==> src/rtl/binary_to_excess3_if.sv <==
// Bus bundle for the excess-3 converter: input nibbles in,
// registered excess-3 codes and per-digit flags out.
interface binary_to_excess3_if #(
    parameter int NDIGITS = 1
);
    logic                   in_valid;
    logic [4*NDIGITS-1:0]   B;
    logic                   out_valid;
    logic [4*NDIGITS-1:0]   E;
    logic [NDIGITS-1:0]     bcd_err;
    logic [NDIGITS-1:0]     wrap;

    modport master (
        output in_valid, B,
        input  out_valid, E, bcd_err, wrap
    );

    modport slave (
        input  in_valid, B,
        output out_valid, E, bcd_err, wrap
    );
endinterface

==> src/rtl/binary_to_excess3.sv <==
// Registered binary-to-excess-3 converter, NDIGITS nibbles in parallel,
// flagging non-BCD nibbles and nibbles whose +3 wraps past 15.
module binary_to_excess3 #(
    parameter int NDIGITS = 1
) (
    input  logic                  clk,
    input  logic                  rst,
    binary_to_excess3_if.slave    bus
);
    logic [4*NDIGITS-1:0] w_e;
    logic [NDIGITS-1:0]   w_err;
    logic [NDIGITS-1:0]   w_wrap;

    logic                 r_valid;
    logic [4*NDIGITS-1:0] r_e;
    logic [NDIGITS-1:0]   r_err;
    logic [NDIGITS-1:0]   r_wrap;

    // Each nibble is independent; the 5th sum bit is the wrap flag.
    always_comb begin
        w_e    = '0;
        w_err  = '0;
        w_wrap = '0;
        for (int i = 0; i < NDIGITS; i++) begin
            logic [4:0] w_sum;
            w_sum            = {1'b0, bus.B[4*i +: 4]} + 5'd3;
            w_e[4*i +: 4]    = w_sum[3:0];
            w_wrap[i]        = w_sum[4];
            w_err[i]         = (bus.B[4*i +: 4] > 4'd9);
        end
    end

    always_ff @(posedge clk or posedge rst) begin
        if (rst) begin
            r_valid <= 1'b0;
            r_e     <= '0;
            r_err   <= '0;
            r_wrap  <= '0;
        end else begin
            r_valid <= bus.in_valid;
            if (bus.in_valid) begin
                r_e    <= w_e;
                r_err  <= w_err;
                r_wrap <= w_wrap;
            end
        end
    end

    assign bus.out_valid = r_valid;
    assign bus.E         = r_e;
    assign bus.bcd_err   = r_err;
    assign bus.wrap      = r_wrap;
endmodule

==> src/flat_wrapper.sv <==
// flat-port wrapper written by rule: the top's interface ports become plain ports
module binary_to_excess3_flat 
#(
    parameter int NDIGITS = 1
)
  (clk, rst, bus_in_valid, bus_B, bus_out_valid, bus_E, bus_bcd_err, bus_wrap);
  binary_to_excess3_if #(.NDIGITS(NDIGITS)) bus_i ();
  input  logic clk;
  input  logic rst;
  input wire logic [$bits(bus_i.in_valid)-1:0] bus_in_valid;
  input wire logic [$bits(bus_i.B)-1:0] bus_B;
  output wire logic [$bits(bus_i.out_valid)-1:0] bus_out_valid;
  output wire logic [$bits(bus_i.E)-1:0] bus_E;
  output wire logic [$bits(bus_i.bcd_err)-1:0] bus_bcd_err;
  output wire logic [$bits(bus_i.wrap)-1:0] bus_wrap;
  assign bus_i.in_valid = bus_in_valid;
  assign bus_i.B = bus_B;
  assign bus_out_valid = bus_i.out_valid;
  assign bus_E = bus_i.E;
  assign bus_bcd_err = bus_i.bcd_err;
  assign bus_wrap = bus_i.wrap;
  binary_to_excess3 #(.NDIGITS(NDIGITS)) u_core (.clk(clk), .rst(rst), .bus(bus_i));
endmodule
==> config.mk <==
export PLATFORM = sky130hd
export DESIGN_NAME = binary_to_excess3_flat
export DESIGN_NICKNAME = d
export VERILOG_FILES = /design/src/rtl/binary_to_excess3_if.sv /design/src/rtl/binary_to_excess3.sv /design/src/flat_wrapper.sv
export SDC_FILE = /design/constraint.sdc
export NUM_CORES = 1
export LEC_CHECK = 0
export CORE_AREA = 4 4 41 43
export CTS_CLUSTER_SIZE = 14
export DETAILED_ROUTE_END_ITERATION = 10
export DIE_AREA = 0 0 45 47
export PLACE_DENSITY_LB_ADDON = 0.12
export SLEW_MARGIN = 30
export SYNTH_ARGS = -nofsm -noshare
export SYNTH_HDL_FRONTEND = slang
export SYNTH_SLANG_ARGS = --single-unit
==> constraint.sdc <==
create_clock -name clk -period 1.4 [get_ports clk]
set_input_delay 0.28 -clock clk [delete_from_list [all_inputs] [get_ports clk]]
set_output_delay 0.28 -clock clk [all_outputs]
set_load 0.01 [all_outputs]
==> results <==
[state kept, by name, summed over array words and instances (netlist names)]
register,count
u_core.bus.E,4
u_core.bus.bcd_err,1
u_core.bus.out_valid,1
u_core.bus.wrap,1
[power by group through the flow]
stage               clock network (mW)  registers, mW  logic (mW)
detailed placement                   0          0.238       0.128
floorplan                            0          0.247      0.0406
global placement                     0          0.236       0.126
CTS                              0.197          0.233       0.115
finish                           0.187          0.233       0.112
global route                     0.205          0.236       0.124
[stage by stage]
step                      total power [mW]  hold slack, ns  area (um2)
after floorplan                      0.288          0.0834         320
final                                0.532           0.264         513
after global placement               0.362           0.503         492
after global routing                 0.566           0.279         513
after CTS                            0.545           0.268         510
after detailed placement             0.365           0.511         492
[area by class of cell]
| cell class | instances | area (um2) |
|---|---|---|
| fill | 136 | 788 |
| multi-input combinational | 17 | 115 |
| timing repair buffer | 17 | 155 |
| tap | 15 | 18.8 |
| inverter | 6 | 22.5 |
| sequential | 7 | 175 |
| clock buffer | 4 | 26.3 |
[worst min-delay path by stage]
stage                           endpoint  depth (start not counted)  slack, ns
CTS                      u_core.bus.E[2]                          2       0.27
global placement         u_core.bus.E[2]                          1       0.50
global route        u_core.bus.out_valid                          2       0.28
detailed placement       u_core.bus.E[3]                          2       0.51
floorplan                u_core.bus.E[0]                          1       0.08
finish                   u_core.bus.E[2]                          2       0.26
[per-layer routing]
metal | wire (um) | up-vias
li1 | - | 139
met2 | 351 | 10
met1 | 309 | 121
met4 | 0 | 0
met3 | 56 | 0
met5 | 0 | -
[synth_stat cells (all sizes together)]
| cell type | number |
|---|---|
| dfrtp | 7 |
| inv | 6 |
| nor2 | 5 |
| a21oi | 3 |
| ha | 2 |
| buf | 1 |
| mux2 | 1 |
| nand2 | 1 |
| o21ai | 1 |
| o22ai | 1 |
| o32ai | 1 |
| xnor2 | 1 |
| xor2 | 1 |
[logic make-up after synthesis]
logic type,count (synthesis)
buf+inv,7
simple gates,6
xor+xnor,2
compound gates,6
fa+ha+maj,2
flops,7
mux,1
[timing repair]
action,4_1_cts,5_1_grt
endpoints found under the setup margin,6,1
resized for setup,6,1
hold buffers,0,0
endpoints found under the hold margin,0,0
==> summary.md <==
The total stage count of the critical path works out to 5. The most heavily used metal layer in global routing is met2. In this run the count of I/O pins placed on the die edge is 14. The via count of the first global-routing pass came out at 292. After clock tree synthesis, the clock-pin slew on the worst setup and hold paths is 0.05 ns. The synthesized design spends more area on one cell type than any other, namely sky130_fd_sc_hd__dfrtp_1. The class of the most critical setup path is in2reg.

The relative area change from synthesis to final layout came out at 60.2%. The worst hold path belongs to the class in2async. Dividing the detail-routed via count by the number of cells gives 4.09.

The endpoint identified for the worst register-to-register timing path is u_core.bus.E[2]. Of the total synthesized cell area, the portion taken by AND, OR, NAND and NOR gates is 7.03%. For this configuration, the core starts out at a cell density of 24.6%.

In the global route stage, met3 resource usage came out at 3.83%. Leaving out fill and tap cells, the most frequent cell in the layout is sky130_fd_sc_hd__dfrtp_1. The cell depth of the worst flop-to-flop path was 1. The y dimension of the die came out at 47 um. Entering global routing, the biggest net connects 8 pins. For the wire length of the first global-routing pass, the log shows 1290 um.

The library cells used most frequently in the layout, excluding fill and tap cells, are sky130_fd_sc_hd__dfrtp_1 (7), sky130_fd_sc_hd__inv_1 (6), sky130_fd_sc_hd__clkdlybuf4s50_1 (6), sky130_fd_sc_hd__dlygate4sd2_1 (6), sky130_fd_sc_hd__nor2_1 (5). The logs give 0 for the number of antenna repair diodes and 81.4% for the headroom to the max-slew limit. The floorplan has 13 rows. For flop-to-flop paths, the worst setup slack is 0.65 ns. The depth of the CTS H-tree was 1. The main combinational cell family by area after synthesis was compound AO/OA/AOI/OAI gates. After global routing the overflow that remains totals 0. Average cell area after synthesis: 10.3 um2.

The kind of cell adding the most delay to the critical path is buffers and inverters. Once placement completed, the tool counted placed cells totaling 62. Combinational logic is responsible for 21.1% of the overall power. In this run switching power makes up 25.8% of total power. Final cycle utilization of the critical path: 92.9%. The number of max-slew violations in the final report was 0; the share of synthesized area spent on multiplexers was 4.69%.

The count of non-filler cells in the finished layout is 66, and the x dimension of the die is 45 um. The largest vdd supply drop is 0.399 mV. Global routing used 9.08% of the available tracks across all layers.

Of the total synthesized cell area, the portion taken by XOR and XNOR cells is 5.47%. Traced cell by cell, the critical path runs through clkdlybuf4s50_1 -> inv_1 -> ha_1 -> buf_4 -> o32ai_1. The met2 layer usage reported by global route came out at 13.6%.

The final layout contains routed wiring with a total length of 717 um. The final weighted congestion in routability-driven placement came out at 0.727. Counting both buffers and inverters, the worst setup path holds a total of 3. The run gives 13 as the count of different cell masters after synthesis. The TritonCTS sink count is 7, and the estimated wirelength of the detail-placed design is 605 um.

The number of input and output port buffers inserted is 13, and the maximum clock frequency is 0.769 GHz. Data arrives at the worst endpoint at 1.44 ns. Clock tree root driver cell: sky130_fd_sc_hd__clkbuf_4. Largest stage delay on the critical path: 0.48 ns. The logs give 43.7% for the register share of total power and 2120 um2 for the die outline area.

TritonCTS built the clock tree. The compound-cell area share of the yosys netlist works out to 10.9%. The startpoint of the lowest-slack register-to-register path is u_core.bus.E[2]. Setup violations remaining at the end of the flow were counted as 0. The run gives 320 um2 as the synthesized cell area. The number of clock buffers added by TritonCTS is 3. The tools report the type of destination of the critical path as a flip-flop. The pre-CTS setup slack was -0.166 ns. For the utilization after layout, the log shows 39.4%. The tools report the number of maximum-capacitance constraint violations as 0.

The cell-internal power was 0.395 mW; the cell area power density was 1040 nW/um2. The run finished with clean final reports. The run gives 0 as the number of antenna violations at the first check in global routing. When the netlist entered floorplanning its net count stood at 40.

Setup repair after global routing left no endpoint under its margin. The buffer levels on the longest clock path is 2, and the met1 layer usage reported by global route is 10.3%. Average detailed-routed wire length per instance: 10.9 um. The worst clock skew on the final layout was 0 ns; the latest clock arrival within the worst-skew pair was 0.25 ns. The routed layout has 270 vias. For this run, design rule violations remaining after detail routing come to 0.

Following the worst setup path forward leads to its endpoint at u_core.bus.wrap. The number of instances in the synthesized netlist was 31; the count of nets after finishing was 61. Violation count after the first detailed-routing iteration: 2.

STA classifies the critical path startpoint as an input pin. The logs give 0.137 mW for the switching power and 0 for the hold violation total from the final report. The pre-antenna-repair detailed-routing pass consisted of 2 iterations. Adding up every negative setup slack in the final design gives 0 ns. After Yosys synthesis, full adders, half adders and majority gates account for 7.81% of the synthesized area. The highest net fanout along the worst path works out to 2. The total of warnings raised by yosys came out at 0. For the pin with the worst max-slew slack, the measured transition is 0.279 ns. The placeable core region is 1300 um2. The critical path starts at bus_B[0]. Across all setup checks in the final design, the least slack found is 0.0990 ns.

The tools report the buffer count from post-CTS setup fixing as 0. The required time of the critical path was 1.54 ns. The tools report the portion of the post-synthesis area used by sequential elements as 54.7%. In this run the static leakage power is 0.262 nW. The time the worst path needs with I/O delays and setup was 1.30 ns; the number of flip-flops and latches in the synthesized netlist was 7. The portion of synthesized cell area occupied by the leading cell type was 54.7%; the fraction of final layout cells with drive strength greater than 1 was 15.7%. By area the synthesized netlist is led by sky130_fd_sc_hd__dfrtp_1 (55%), sky130_fd_sc_hd__ha_1 (7.8%), sky130_fd_sc_hd__inv_1 (7.0%), sky130_fd_sc_hd__nor2_1 (5.9%), sky130_fd_sc_hd__a21oi_1 (4.7%).

The part of the total power dissipated in the clock network was 35.2%. Slowest cell on the critical path: sky130_fd_sc_hd__clkdlybuf4s50_1. The detail route stage leaves a number of antenna-violating nets equal to 0.
Note: power is estimated with default switching activity, not from simulation.
==> RTL change: new RTL, same flow settings <==
Reset style: synchronous (`rst`), changed in one clocked block.
--- a/src/rtl/binary_to_excess3.sv
+++ b/src/rtl/binary_to_excess3.sv
@@ -30,7 +30,7 @@
         end
     end
 
-    always_ff @(posedge clk or posedge rst) begin
+    always_ff @(posedge clk) begin
         if (rst) begin
             r_valid <= 1'b0;
             r_e     <= '0;
Function: differs if rst is asserted again (counterexample within 4 cycles, from zero or initial values and one cycle with rst high); with rst held inactive, the same outputs for 10 cycles.
==> RTL change against the original RTL <==
Total power down 8.2%; sequential cell count unchanged; combinational power down 17%; routed wire length down 9.3%; setup slack worse by 0.050 ns; design area down 2.2%; synthesized area down 4.7%; critical endpoint is now bus_out_valid; highest routed layer is now met4.
==> RTL change: results (changes against the original RTL) <==
- Fillcell total: 141 (+3.7%)
- Place WS: -0.06724 ns (+0.09854 ns)
- Yosys cell types: 16 (+3)
- P_leak: 0.2360 nW (-10%)
- Layout cells sized above 1: 17.65% (+2.0 points)
- Worst EP arrival: 1.07 ns (-0.37 ns)
- Min-delay worst type: reg -> reg
- Slew @ Worst Pin: 0.2760 ns (-0.003251 ns)
- Outcome: completed
- DR pass1 iterations: 4 (+2)
- H-tree depth: 1 (unchanged)
- Number of diodes: 0 (unchanged)
- Clock transition at the registers of the reported paths: 0.05 ns (about the same)
- Max VDD drop: 0.0004857 V (+22%)
- Overall routing resource usage: 7.924% (-1.2 points)
- RR Startpoint: u_core.bus.E[3]$_SDFFE_PP0P_
- Top cells by area, synth: dfxtp_1 46%, ha_1 8.2%, nor2_1 6.1%
- Commonest cells post-synth: 7 x dfxtp_1, 5 x nor2_1
- Routed via count: 291 (+7.8%)
- Reg2reg setup slack: 0.79 ns (+0.14 ns)
- Setup slack after layout: 0.04888 ns (-0.05017 ns)
- Nets: 61 (unchanged)
- FF-to-FF path depth: 2 (+1)
- First-pass GRT wire length: 1.076 mm (-17%)
- Post-synth ARST share: 0% (-100 points)
- DP HPWL: 550.9 um (-8.9%)
- Avg WL per Cell: 9.848 um (-9.3%)
- Initial antenna violation count: 0 (unchanged)
- Post-Route WL: 650 um (-9.3%)
- Critical path's largest stage delay: 0.53 ns (+0.05 ns)
- Gpl congestion: 0.7427 (+2.2%)
- Critical Path Fanout Max: 1 (-1)
- Port Buffers: 13 (unchanged)
- Worst r2r dst: u_core.bus.E[3]$_SDFFE_PP0P_
- Detailed router's first-iteration violation count: 3 (+1)
- Largest net degree at the start of global routing: 9 (+1)
- Register area share after synthesis: 45.90% (-8.8 points)
- Syn_nets: 40 (unchanged)
- Number of global-route vias before repair: 253 (-13%)
==> RTL change: cell count changes after synthesis, sizes merged, moves of 2 or more <==
cell    unedited run  this run
a211oi             0         3
inv                6         2
nand2b             0         2
dfrtp              7         0
dfxtp              0         7
==> RTL change: layout make-up <==
class	instances	area share, %
timing repair buffer	17	31.17
multi-input combinational	21	30.42
sequential	7	27.93
clock buffer	4	5.237
tap	15	3.741
inverter	2	1.496
==> RTL change: power breakdown <==
part / internal [mW] / total [mW] / switching [mW] / leakage [nW]
registers: 0.213 / 0.218 / 0.00512 / 0.0579
clock network: 0.108 / 0.177 / 0.0689 / 0.0150
logic: 0.0534 / 0.0930 / 0.0396 / 0.163
==> RTL change: logic make-up (layout without fill, tap and decap cells) <==
family / count (synthesis) / count (layout) / synth area share (%)
XOR/XNOR: 2 / 2 / 5.739
multiplexers: 1 / 1 / 3.279
flip-flops: 7 / 7 / 45.90
buffers and inverters: 3 / 23 / 4.098
adder cells (fa/ha/maj): 2 / 2 / 8.195
AO/OA/AOI/OAI: 7 / 7 / 17.62
AND/OR/NAND/NOR: 9 / 9 / 15.17
==> RTL change: timing repair <==
action | CTS | global route
setup endpoints to repair | 5 | 1
resized for setup | 5 | 1
buffers inserted | 0 | 0
==> RTL change: through the flow <==
step                      TNS (ns)  hold slack (ns)  power, mW  cell area, um2
final                            0           0.4702     0.4881           501.7
after global routing             0           0.4981     0.5278           501.7
after CTS                        0           0.4695     0.5027           499.2
after detailed placement   -0.1373           0.4650     0.3243           479.2
after global placement    -0.08601           0.4605     0.3226           479.2
after floorplan                  0           0.3446     0.2613           305.3
==> RTL change: worst max-delay path by stage <==
stage | startpoint | to | cells past startpoint
5_1_grt | u_core.bus.out_valid$_SDFF_PP0_ | bus_out_valid | 1
3_3_place_gp | bus_B[0] | u_core.bus.E[2]$_SDFFE_PP0P_ | 6
3_5_place_dp | bus_B[1] | u_core.bus.E[2]$_SDFFE_PP0P_ | 6
4_1_cts | u_core.bus.E[3]$_SDFFE_PP0P_ | bus_E[3] | 1
6_report | u_core.bus.out_valid$_SDFF_PP0_ | bus_out_valid | 1
2_1_floorplan | bus_B[0] | u_core.bus.E[2]$_SDFFE_PP0P_ | 5
==> RTL change: per-layer routing <==
| layer | part of all wire, % | vias to the layer above | global-route usage [%] |
|---|---|---|---|
| met5 | 0 | - | 0 |
| met4 | 2.9 | 0 | 7.018 |
| met3 | 9.7 | 2 | 4.981 |
| li1 | - | 147 | - |
| met2 | 45 | 12 | 11.58 |
| met1 | 42 | 130 | 7.798 |
